**config.mk**
```make
export PLATFORM = sky130hd
export DESIGN_NAME = pyjamask96_host_if
export DESIGN_NICKNAME = d
export VERILOG_FILES = /design/src/rtl/pyjamask96_host_if.sv
export SDC_FILE = /design/constraint.sdc
export NUM_CORES = 1
export LEC_CHECK = 0
export BUFFER_PORTS_ARGS = -buffer_cell sky130_fd_sc_hd__clkbuf_2
export CORE_MARGIN = 5
export CORE_UTILIZATION = 40
export CTS_BUF_LIST = sky130_fd_sc_hd__clkbuf_16
export DETAILED_ROUTE_END_ITERATION = 10
export SYNTH_ARGS = -nofsm -noshare
export SYNTH_HDL_FRONTEND = slang
export SYNTH_SLANG_ARGS = --single-unit
```
**constraint.sdc**
```tcl
create_clock -name clk -period 1.7 [get_ports clk]
set_input_delay 0.34 -clock clk [delete_from_list [all_inputs] [get_ports clk]]
set_output_delay 0.34 -clock clk [all_outputs]
set_load 0.005 [all_outputs]
```
**src/rtl/pyjamask96_host_if.sv**
```systemverilog
// Bridges a parallel block/key request to the byte-serial Pyjamask-96 core and returns the 96-bit result.
// Optional response watchdog: define PYJAMASK96_HOST_TIMEOUT_EN.
module pyjamask96_host_if #(
  parameter int unsigned TIMEOUT_CYCLES = 1024,
  parameter int unsigned CNT_W          = 11
) (
  input  logic         clk,
  input  logic         reset_n,
  input  logic         blk_valid,
  output logic         blk_ready,
  input  logic [95:0]  blk_data,
  input  logic [127:0] blk_key,
  output logic         core_load,
  output logic         core_start,
  output logic [7:0]   core_byte_in,
  output logic [7:0]   core_byte_key_in,
  input  logic         core_valid,
  input  logic [7:0]   core_byte_out,
  output logic         res_valid,
  input  logic         res_ready,
  output logic [95:0]  res_data,
  output logic         busy,
  output logic         timeout_err
);
  localparam int unsigned BLK_W     = 96;
  localparam int unsigned KEY_W     = 128;
  localparam int unsigned BYTE_W    = 8;
  localparam int unsigned CNT4_W    = 4;
  localparam int unsigned SEND_LAST = 15;
  localparam int unsigned RES_BYTES = 12;

  typedef enum logic [2:0] {
    S_IDLE, S_SEND, S_START, S_WAIT, S_COLLECT, S_RESULT
  } state_t;

  state_t              state, state_d;
  logic [BLK_W-1:0]    blk_sr, blk_sr_d;
  logic [KEY_W-1:0]    key_sr, key_sr_d;
  logic [BLK_W-1:0]    res_sr, res_sr_d;
  logic [CNT4_W-1:0]   send_cnt, send_cnt_d;
  logic [CNT4_W-1:0]   rx_cnt, rx_cnt_d;
  logic                tmo_d;

  logic                blk_ready_d, core_load_d, core_start_d;
  logic                res_valid_d, busy_d, timeout_err_d;
  logic [BYTE_W-1:0]   core_byte_in_d, core_byte_key_in_d;
  logic [BLK_W-1:0]    res_data_d;

`ifdef PYJAMASK96_HOST_TIMEOUT_EN
  logic [CNT_W-1:0] wdog, wdog_d;
  logic             wdog_exp;

  // Counts silent cycles while awaiting core bytes; restarts on every captured byte.
  always_comb begin
    wdog_d   = '0;
    wdog_exp = 1'b0;
    if ((state == S_WAIT || state == S_COLLECT) && !core_valid) begin
      wdog_d   = wdog + CNT_W'(1);
      wdog_exp = (wdog_d == CNT_W'(TIMEOUT_CYCLES));
    end
  end

  always_ff @(posedge clk or negedge reset_n) begin
    if (!reset_n) wdog <= '0;
    else          wdog <= wdog_d;
  end
`else
  logic wdog_exp;
  logic unused_cfg;
  assign wdog_exp   = 1'b0;
  assign unused_cfg = ^CNT_W'(TIMEOUT_CYCLES);
`endif

  // State and datapath register; outputs are registered from their next values.
  always_ff @(posedge clk or negedge reset_n) begin
    if (!reset_n) begin
      state            <= S_IDLE;
      blk_sr           <= '0;
      key_sr           <= '0;
      res_sr           <= '0;
      send_cnt         <= '0;
      rx_cnt           <= '0;
      blk_ready        <= 1'b0;
      core_load        <= 1'b0;
      core_start       <= 1'b0;
      core_byte_in     <= '0;
      core_byte_key_in <= '0;
      res_valid        <= 1'b0;
      res_data         <= '0;
      busy             <= 1'b0;
      timeout_err      <= 1'b0;
    end else begin
      state            <= state_d;
      blk_sr           <= blk_sr_d;
      key_sr           <= key_sr_d;
      res_sr           <= res_sr_d;
      send_cnt         <= send_cnt_d;
      rx_cnt           <= rx_cnt_d;
      blk_ready        <= blk_ready_d;
      core_load        <= core_load_d;
      core_start       <= core_start_d;
      core_byte_in     <= core_byte_in_d;
      core_byte_key_in <= core_byte_key_in_d;
      res_valid        <= res_valid_d;
      res_data         <= res_data_d;
      busy             <= busy_d;
      timeout_err      <= timeout_err_d;
    end
  end

  // Next-state and datapath update.
  always_comb begin
    state_d    = state;
    blk_sr_d   = blk_sr;
    key_sr_d   = key_sr;
    res_sr_d   = res_sr;
    send_cnt_d = send_cnt;
    rx_cnt_d   = rx_cnt;
    tmo_d      = 1'b0;
    case (state)
      S_IDLE: begin
        if (blk_valid && blk_ready) begin
          blk_sr_d   = blk_data;
          key_sr_d   = blk_key;
          send_cnt_d = '0;
          state_d    = S_SEND;
        end
      end
      S_SEND: begin
        blk_sr_d   = {blk_sr[BLK_W-BYTE_W-1:0], BYTE_W'(0)};
        key_sr_d   = {key_sr[KEY_W-BYTE_W-1:0], BYTE_W'(0)};
        send_cnt_d = send_cnt + CNT4_W'(1);
        if (send_cnt == CNT4_W'(SEND_LAST)) state_d = S_START;
      end
      S_START: state_d = S_WAIT;
      S_WAIT: begin
        if (core_valid) begin
          res_sr_d = {res_sr[BLK_W-BYTE_W-1:0], core_byte_out};
          rx_cnt_d = CNT4_W'(1);
          state_d  = S_COLLECT;
        end else if (wdog_exp) begin
          tmo_d   = 1'b1;
          state_d = S_IDLE;
        end
      end
      S_COLLECT: begin
        if (core_valid) begin
          res_sr_d = {res_sr[BLK_W-BYTE_W-1:0], core_byte_out};
          rx_cnt_d = rx_cnt + CNT4_W'(1);
          if (rx_cnt == CNT4_W'(RES_BYTES - 1)) state_d = S_RESULT;
        end else if (wdog_exp) begin
          tmo_d   = 1'b1;
          state_d = S_IDLE;
        end
      end
      S_RESULT: begin
        if (res_valid && res_ready) state_d = S_IDLE;
      end
      default: state_d = S_IDLE;
    endcase
  end

  // Output decode from the next state, so every output leaves a flop.
  always_comb begin
    blk_ready_d        = (state_d == S_IDLE);
    core_load_d        = (state_d == S_SEND) && (send_cnt_d == '0);
    core_start_d       = (state_d == S_START);
    core_byte_in_d     = '0;
    core_byte_key_in_d = '0;
    if (state_d == S_SEND) begin
      core_byte_in_d     = blk_sr_d[BLK_W-1 -: BYTE_W];
      core_byte_key_in_d = key_sr_d[KEY_W-1 -: BYTE_W];
    end
    res_valid_d   = (state_d == S_RESULT);
    res_data_d    = (state_d == S_RESULT) ? res_sr_d : '0;
    busy_d        = (state_d != S_IDLE);
    timeout_err_d = tmo_d;
  end

endmodule
```
# ---- Yosys cells after proc, flatten, opt, wreduce, memory -nomap -nowiden
# Cells that the tools add are included.
dict set report totals {
  in_bits 237
  out_inout_bits 118
  reg_bits 448
}
dict set report classes {
  addsub 2
  reduce_logical 12
  n_eq_ne 13
  n_mux 21
}
# operator count
set ops {}
lappend ops {{two-way mux 96 bit} 4}
lappend ops {{case mux 128 bit (2 select lines)} 1}
lappend ops {{case mux 96 bit (2 select lines)} 1}
lappend ops {{two-way mux 128 bit} 1}
lappend ops {{two-way mux 3 bit} 6}
lappend ops {{case mux 3 bit (6 select lines)} 1}
lappend ops {{two-way mux 8 bit} 2}
lappend ops {{case mux 4 bit (2 select lines)} 2}
lappend ops {{two-way mux 4 bit} 3}
lappend ops {{equality test 3 x 2 -> 1 bit (second input constant)} 3}
lappend ops {{equality test 3 bit (second input constant)} 3}
lappend ops {{adder 4 x 1 -> 4 bit (second input constant)} 2}
lappend ops {{equality test 4 bit (second input constant)} 2}
lappend ops {{equality test 3 x 1 -> 1 bit (second input constant)} 2}
lappend ops {{zero test 3 bit} 2}
lappend ops {{!= test 2 bit (second input constant)} 3}
lappend ops {{zero test 4 bit} 1}
lappend ops {{nonzero test 2 bit} 2}
lappend ops {{logical AND 1 bit} 3}
lappend ops {{AND reduction 3 bit} 1}
lappend ops {{nonzero test 3 bit} 1}
lappend ops {{AND reduction 2 bit} 1}
lappend ops {{OR reduction 2 bit} 1}

# ---- Logic depth before layout (Yosys ltp)
# Gate-level depths: netlist of run 1.
dict set report depth {
  ltp_word 6
  mapped_depth 6
}

# ---- Least setup slack after synthesis of run 1
# No wires, ideal clock.
dict set report synth_path {
  path_type {register to register}
  start {reg rx_cnt[0]}
  end {reg res_data[76]}
  path_stages_with_launch 7
  required_ns 1.570
  arrival_ns 1.504
  n_path_buf 2
  period_less_slack_ns 1.635
  slack_ns 0.065
  cell_sequence {dfrtp_1 ha_1 and4b_1 o211ai_2 buf_2 buf_2 a21oi_1}
}
dict set report synth_via {
  elab_chain_len 6
}
# item line
set synth_rtl {}
lappend synth_rtl {{from (decl)} 41} ;# logic [CNT4_W-1:0] rx_cnt, rx_cnt_d;
lappend synth_rtl {{from (signal assigned)} 98} ;# rx_cnt <= rx_cnt_d;
lappend synth_rtl {{equality test 4 bit} 150} ;# if (rx_cnt == CNT4_W'(RES_BYTES - 1)) state_d = S_RESULT;
lappend synth_rtl {{two-way mux 3 bit} 150}
lappend synth_rtl {{two-way mux 3 bit} 147} ;# if (core_valid) begin
lappend synth_rtl {{case mux 3 bit (6 select lines)} 120} ;# case (state)
lappend synth_rtl {{equality test 3 bit} 175} ;# res_data_d = (state_d == S_RESULT) ? res_sr_d : '0;
lappend synth_rtl {{two-way mux 96 bit} 175}
lappend synth_rtl {{named net res_data_d[76]} 47} ;# logic [BLK_W-1:0] res_data_d;
lappend synth_rtl {{to (signal assigned)} 105} ;# res_data <= res_data_d;
lappend synth_rtl {{to (decl)} 21} ;# output logic [95:0] res_data,
# The timed path passes the listed nets, and every way through them passes these cells.
# A chain may end at the register's enable or synchronous reset.

# ---- Worst setup path in the final report of run 1
dict set report layout_path {
  start {reg state[0]}
  end {reg res_data[26]}
}
dict set report layout_via {
  elab_chain_len 5
  word_cells_on_any_way 17
  classes_between {6 x eq/ne; 9 x mux; 2 x reduce/logical}
}
# item line
set layout_rtl {}
lappend layout_rtl {{from (decl)} 36} ;# state_t state, state_d;
lappend layout_rtl {{from (signal assigned)} 93} ;# state <= state_d;
lappend layout_rtl {{two-way mux 3 bit} 150}
lappend layout_rtl {{two-way mux 3 bit} 147}
lappend layout_rtl {{case mux 3 bit (6 select lines)} 120}
lappend layout_rtl {{equality test 3 bit} 175}
lappend layout_rtl {{two-way mux 96 bit (*)} 175}
lappend layout_rtl {{named net res_data_d[26]} 47}
# The timed path passes the listed nets; every way through them passes the cells marked *.

==> impl_metrics.py, run 1 <==
metrics = {
    "clock_tree": {
        "clkLatencyLatePin_ns": 0.57,
        "cts_max_level": 2,
        "cts_tree": "done",
        "cts_buffers": 45,
        "cts.sinks": 432,
        "clk_pin_slew_worst_paths_ns": 0.06,
        "clockBufferDepth": 3,
        "root_buffer": "clkbuf_16",
    },
    "worst_setup_path": {
        "crit_required_ns": 2.19,
        "path_max_fanout": 13,
        "path_class": "register to register",
        "r2r_end": "res_data[26]",
        "ff2ff_setup_slack_ns": 0.06,
        "r2r_cells": 4,
        "rr_startpoint": "state[0]",
        "crit_path_start_kind": "register",
        "arrival_ns": 2.12,
        "cp-end-kind": "register",
    },
    "yosys": {
        "synth_top_family_by_area": "compound AO/OA/AOI/OAI gates",
        "synthAdderAreaFrac_pct": 0.145,
        "ys_types": 47,
        "ys_seq_elements": 432,
        "synth-xor-area-share_pct": 0,
        "synth_simple_gate_area_share_pct": 13.6,
        "ys_warn_count": 0,
        "yosysSeqAreaShare_pct": 62.5,
        "syn_inst": 1434,
        "muxShareOfSynthArea_pct": 0.123,
        "synth.avg_cell_area_sq_um": 12.1,
        "synth.cell_area_sq_mm": 0.0173,
        "synth_nets": 1673,
        "async_flop_share_pct": 100,
        "synth_compound_area_share_pct": 19.1,
        "synth_flop_cell": "dfrtp_1",
        "synth_edf_count": 0,
    },
    "timing": {
        "period_minus_slack_ns": 1.64,
        "rsz0062_at_grt": "no",
        "finalHoldViolCount": 0,
        "setup_violations": 0,
        "fin_tns_setup_ns": 0,
        "period_share_pct": 96.4,
        "final_max_slew_viol_count": 0,
        "skew_ns": 0.0166,
        "fmax_mhz": 610,
    },
    "placed_design": {
        "dp_cells": 2327,
        "portBuffers": 353,
        "dpl.hpwl_mm": 34.0,
        "gp_congestion": 0.811,
    },
    "detailed_routing": {
        "num_vias": 13900,
        "vias_per_cell": 5.39,
        "drt_pass1_iterations": 5,
        "routed_wl_mm": 52.6,
        "wire_per_inst_um": 20.4,
        "postRouteAntennaNets": 0,
        "drcViolationCount": 0,
        "drt_iter0_markers": 1431,
    },
    "power_and_ir_drop": {
        "switching_power_w": 0.0115,
        "power_density_mw_per_mm2": 1540,
        "swShare_pct": 31.8,
        "p_comb_share_pct": 33.0,
        "internal-power_w": 0.0245,
        "p_leak_nw": 11.8,
        "clkPwrFrac_pct": 26.9,
        "seqPwrFrac_pct": 40.0,
        "vdd_drop_max_v": 0.000805,
        "fin_total_pwr_w": 0.0360,
    },
    "worst_hold_path": {
        "min_to": "key_sr[22]",
        "hold_depth": 2,
        "hp-start": "blk_key[22]",
        "min_path_type": "input port to register",
    },
    "floorplanning": {
        "die-width_um": 218,
        "io_pins": 355,
        "num_rows": 76,
        "core_sq_mm": 0.0429,
        "fp.dieArea_sq_mm": 0.0475,
        "die_h_um": 218,
        "start_util_pct": 40.3,
    },
    "finish": {
        "fin_util_pct": 54.7,
        "final_common_cell": "dfrtp_1",
        "fin_cells": 2583,
        "synthToLayoutAreaGrowth_pct": 35.6,
        "drive_gt1_share_pct": 26.5,
        "fin_nets": 2194,
        "fillers": 3620,
        "layout_common_cells": "dfrtp_1, clkbuf_2, and2_1, a221o_1, dlygate4sd3_1",
    },
    "global_routing": {
        "grt-ovfl-total": 0,
        "grt_antenna_before_repair": 11,
        "track_usage_pct": 21.4,
        "grt_pass1_vias": 14600,
        "grt_max_degree": 80,
        "grt_first_pass_wirelength_mm": 81.5,
    },
    "outcome": {
        "status": "completed",
    },
    "flow_run": {
        "cap_violations": 0,
    },
}
-- area by class of cell --
class                      count  area, sq um  share of cell area [%]
clock buffer                  47         1180                    5.02
antenna                        7         17.5                  0.0747
tap                          585          732                    3.12
multi-input combinational    867         5760                    24.6
inverter                       2         7.51                  0.0320
timing repair buffer         607         4660                    19.9
clock inverter                36          270                    1.15
sequential                   432        10800                    46.1
-- logic make-up (layout without fill, tap and decap cells) --
group	count (synthesis)	in the layout
AOI/OAI and AO/OA	434	434
adders and majority gates	2	2
buffers and inverters	135	692
DFF	432	432
muxes	2	2
other	1	8
and+or+nand+nor	428	428
-- cell usage after synthesis, drive strengths merged (3+ instances only) --
| cell | instances | share of area, % |
|---|---|---|
| a21oi | 101 | 2.9 |
| a221o | 193 | 11 |
| a22o | 33 | 1.7 |
| and2 | 194 | 7.0 |
| buf | 87 | 3.4 |
| clkbuf | 46 | 1.0 |
| dfrtp | 432 | 63 |
| nand2 | 104 | 2.3 |
| nand2b | 4 | 0.14 |
| nand3 | 100 | 2.9 |
| nand4 | 3 | 0.11 |
| nor2 | 6 | 0.27 |
| nor3 | 3 | 0.087 |
| o21ai | 97 | 2.8 |
-- power groups by stage --
stage	logic, W	registers (W)	clock network (W)
2_1_floorplan	0.00785	0.0141	0
3_3_place_gp	0.0107	0.0145	0
3_5_place_dp	0.0109	0.0145	0
4_1_cts	0.0113	0.0144	0.00995
5_1_grt	0.0130	0.0147	0.0103
6_report	0.0119	0.0144	0.00970
-- metal layers --
layer,vias to the layer above,wire length (um),global-route usage (%)
li1,6333,-,-
met1,7017,22400,28.6
met2,462,25300,34.8
met3,114,3340,4.75
met4,8,1560,7.08
met5,-,42,0
-- worst max-delay path by stage --
stage                    from                   to  slack, ns  cells after the start
floorplan           rx_cnt[0]         res_data[76]       0.07                      6
global placement     state[0]         res_data[45]       0.05                      6
detailed placement   state[0]         res_data[45]     -0.004                      6
CTS                  state[1]  core_byte_key_in[3]      0.007                      6
global route         state[2]           key_sr[80]     0.0005                      6
finish               state[0]         res_data[26]       0.06                      4
-- registers in the layout, indices dropped and copies added, names as in the netlist, 4 cells and up --
register	count
key_sr	120
rx_cnt	4
core_byte_key_in	8
send_cnt	4
core_byte_in	8
blk_sr	88
res_data	96
res_sr	96
-- per-stage QoR --
stage / setup slack, ns / hold WS, ns / instance area (sq um)
after floorplan: 0.0652 / 0.0444 / 17300
after global placement: 0.0523 / 0.242 / 20200
after detailed placement: -0.00358 / 0.243 / 20200
after CTS: 0.00717 / 0.00000977 / 23200
after global routing: 0.000548 / 0.0131 / 23400
final: 0.0614 / 0.0255 / 23400
-- what timing repair did --
action                     CTS  global route
buffers inserted             0             3
hold buffers               159             0
pin swaps                    0             3
setup endpoints to repair    3           180
gates cloned                 0             4
gates resized for setup      1            18
hold endpoints to repair   355             0
-- critical path, cell delays in order (launching register included) --
cell and delay [ns]:
dfrtp_2 0.45, and4bb_4 0.51, buf_4 0.23, o21ai_0 0.19
a21oi_1 0.18
No activity file was read; power rests on OpenSTA's default activity.
==> inputs of run 2 (changes only) <==
==> constraint.sdc (replaced) <==
create_clock -name clk -period 1.58 [get_ports clk]
set_input_delay 0.316 -clock clk [delete_from_list [all_inputs] [get_ports clk]]
set_output_delay 0.316 -clock clk [all_outputs]
set_load 0.005 [all_outputs]
==> impl_metrics.py, run 2 (same netlist as run 1, synthesis figures left out) <==
metrics = {
    "outcome": {
        "status": "finished, violations left",
        "violations": "setup timing",
    },
    "global_routing": {
        "grt_first_pass_wirelength_mm": 86.8,
        "track_usage_pct": 22.9,
        "grt_pass1_vias": 15300,
        "grt-ovfl-total": 0,
        "grt_antenna_before_repair": 11,
        "grt_max_degree": 77,
    },
    "finish": {
        "final_common_cell": "dfrtp_1",
        "synthToLayoutAreaGrowth_pct": 45.8,
        "fin_nets": 2320,
        "largest_reg_flops": 120,
        "drive_gt1_share_pct": 28.6,
        "fillers": 3413,
        "top_regs": "key_sr: 120 flops, res_data: 96 flops, res_sr: 96 flops",
        "top_register": "key_sr",
        "layout_common_cells": "dfrtp_1, clkbuf_2, dlygate4sd3_1",
    },
    "detailed_routing": {
        "num_vias": 14600,
        "drt_pass1_iterations": 5,
        "drt_iter0_markers": 1186,
        "postRouteAntennaNets": 0,
        "routed_wl_mm": 57.6,
        "drcViolationCount": 0,
        "vias_per_cell": 5.37,
        "wire_per_inst_um": 21.2,
    },
    "worst_setup_path": {
        "cp-end-kind": "register",
        "crit_path_start_kind": "register",
        "critPathTopFamily": "buffers and inverters",
        "path_class": "register to register",
        "critPathMostFrequentCell": "buf_12",
        "path_max_fanout": 11,
        "crit_required_ns": 2.07,
        "cp_slowest_cell": "dfrtp_1",
        "cp_num_buf_inv": 4,
        "cp_cell_sequence": "buf_6 -> and4bb_4 -> buf_12 -> buf_12 -> clkbuf_16 -> o21ai_1 -> a21oi_1",
        "arrival_ns": 2.19,
        "cpPeakStageDelay_ns": 0.37,
    },
    "clock_tree": {
        "cts_buffers": 48,
        "root_buffer": "clkbuf_16",
        "cts.sinks": 432,
        "cts_max_level": 2,
        "clk_pin_slew_worst_paths_ns": 0.06,
        "clockBufferDepth": 3,
        "clkLatencyLatePin_ns": 0.58,
        "cts_tree": "done",
    },
    "timing": {
        "period_share_pct": 108,
        "fin_tns_setup_ns": -7.05,
        "fmax_mhz": 588,
        "final_max_slew_viol_count": 0,
        "skew_ns": 0.0155,
        "worst_slack_ns": -0.122,
        "rsz0062_at_grt": "yes",
        "fin_hold_ws_ns": 0.0363,
        "period_minus_slack_ns": 1.70,
        "setup_violations": 261,
        "finalHoldViolCount": 0,
    },
    "floorplanning": {
        "start_util_pct": 40.3,
        "fp.dieArea_sq_mm": 0.0475,
        "io_pins": 355,
        "num_rows": 76,
        "die_h_um": 218,
        "core_sq_mm": 0.0429,
        "die-width_um": 218,
    },
    "worst_hold_path": {
        "min_path_type": "input port to register",
    },
    "power_and_ir_drop": {
        "vdd_drop_max_v": 0.000926,
        "power_density_mw_per_mm2": 1640,
        "p_leak_nw": 12.5,
    },
    "placed_design": {
        "portBuffers": 353,
        "gp_congestion": 0.846,
        "dpl.hpwl_mm": 34.6,
    },
    "flow_run": {
        "cap_violations": 0,
    },
}
-- run 2: final timing paths --
check / from / to / slack [ns] / cells past startpoint
max: state[0] / res_data[46] / -0.12 / 7
min: blk_data[13] / blk_sr[13] / 0.04 / 2
max reg2reg: state[0] / res_data[46] / -0.12 / 7
min reg2reg: key_sr[88] / key_sr[88] / 0.50 / 1
max in group asynchronous: reset_n / core_byte_in[6] / 0.61 / 4
min in group asynchronous: reset_n / blk_sr[81] / 0.20 / 2
-- run 2: final cells by class --
cell class	count	area [sq um]	area share (%)
clock inverter	39	277	1.10
clock buffer	49	1230	4.86
timing repair buffer	729	6230	24.7
inverter	2	7.51	0.0298
antenna	11	27.5	0.109
sequential	432	10800	42.9
tap	585	732	2.90
multi-input combinational	868	5890	23.4
-- run 2: power breakdown --
part | switching, W | leakage (nW) | total, W | internal, W
combinational | 0.00716 | 5.99 | 0.0149 | 0.00777
sequential | 0.00159 | 5.78 | 0.0156 | 0.0140
clock | 0.00458 | 0.778 | 0.0108 | 0.00625
-- run 2: timing repair --
action / CTS / global route
endpoints found under the setup margin: 316 / 380
hold buffers: 231 / 0
hold endpoints to repair: 406 / 0
gates cloned: 7 / 11
setup buffers: 4 / 7
gates resized for setup: 36 / 68
pin swaps: 10 / 17
-- run 2: per-layer routing --
| layer | track usage (%) | vias up | wire, um |
|---|---|---|---|
| met5 | 0 | - | 25 |
| met3 | 5.18 | 143 | 3690 |
| met1 | 29.3 | 7293 | 23500 |
| li1 | - | 6590 | - |
| met2 | 38.1 | 545 | 28500 |
| met4 | 9.17 | 4 | 1950 |
-- run 2: through the flow --
| stage | total power, W | std cells | utilization, % | setup slack (ns) | instance area (sq um) |
|---|---|---|---|---|---|
| after floorplan | 0.0236 | 1434 | - | 0.00526 | 17300 |
| after global placement | 0.0276 | 2356 | 47.9 | -0.0624 | 20500 |
| after detailed placement | 0.0279 | 2356 | 47.9 | -0.0908 | 20500 |
| after CTS | 0.0405 | 2686 | 57.6 | -0.0748 | 24700 |
| after global routing | 0.0435 | 2711 | 58.8 | -0.164 | 25200 |
| final | 0.0413 | 2715 | 58.8 | -0.122 | 25200 |
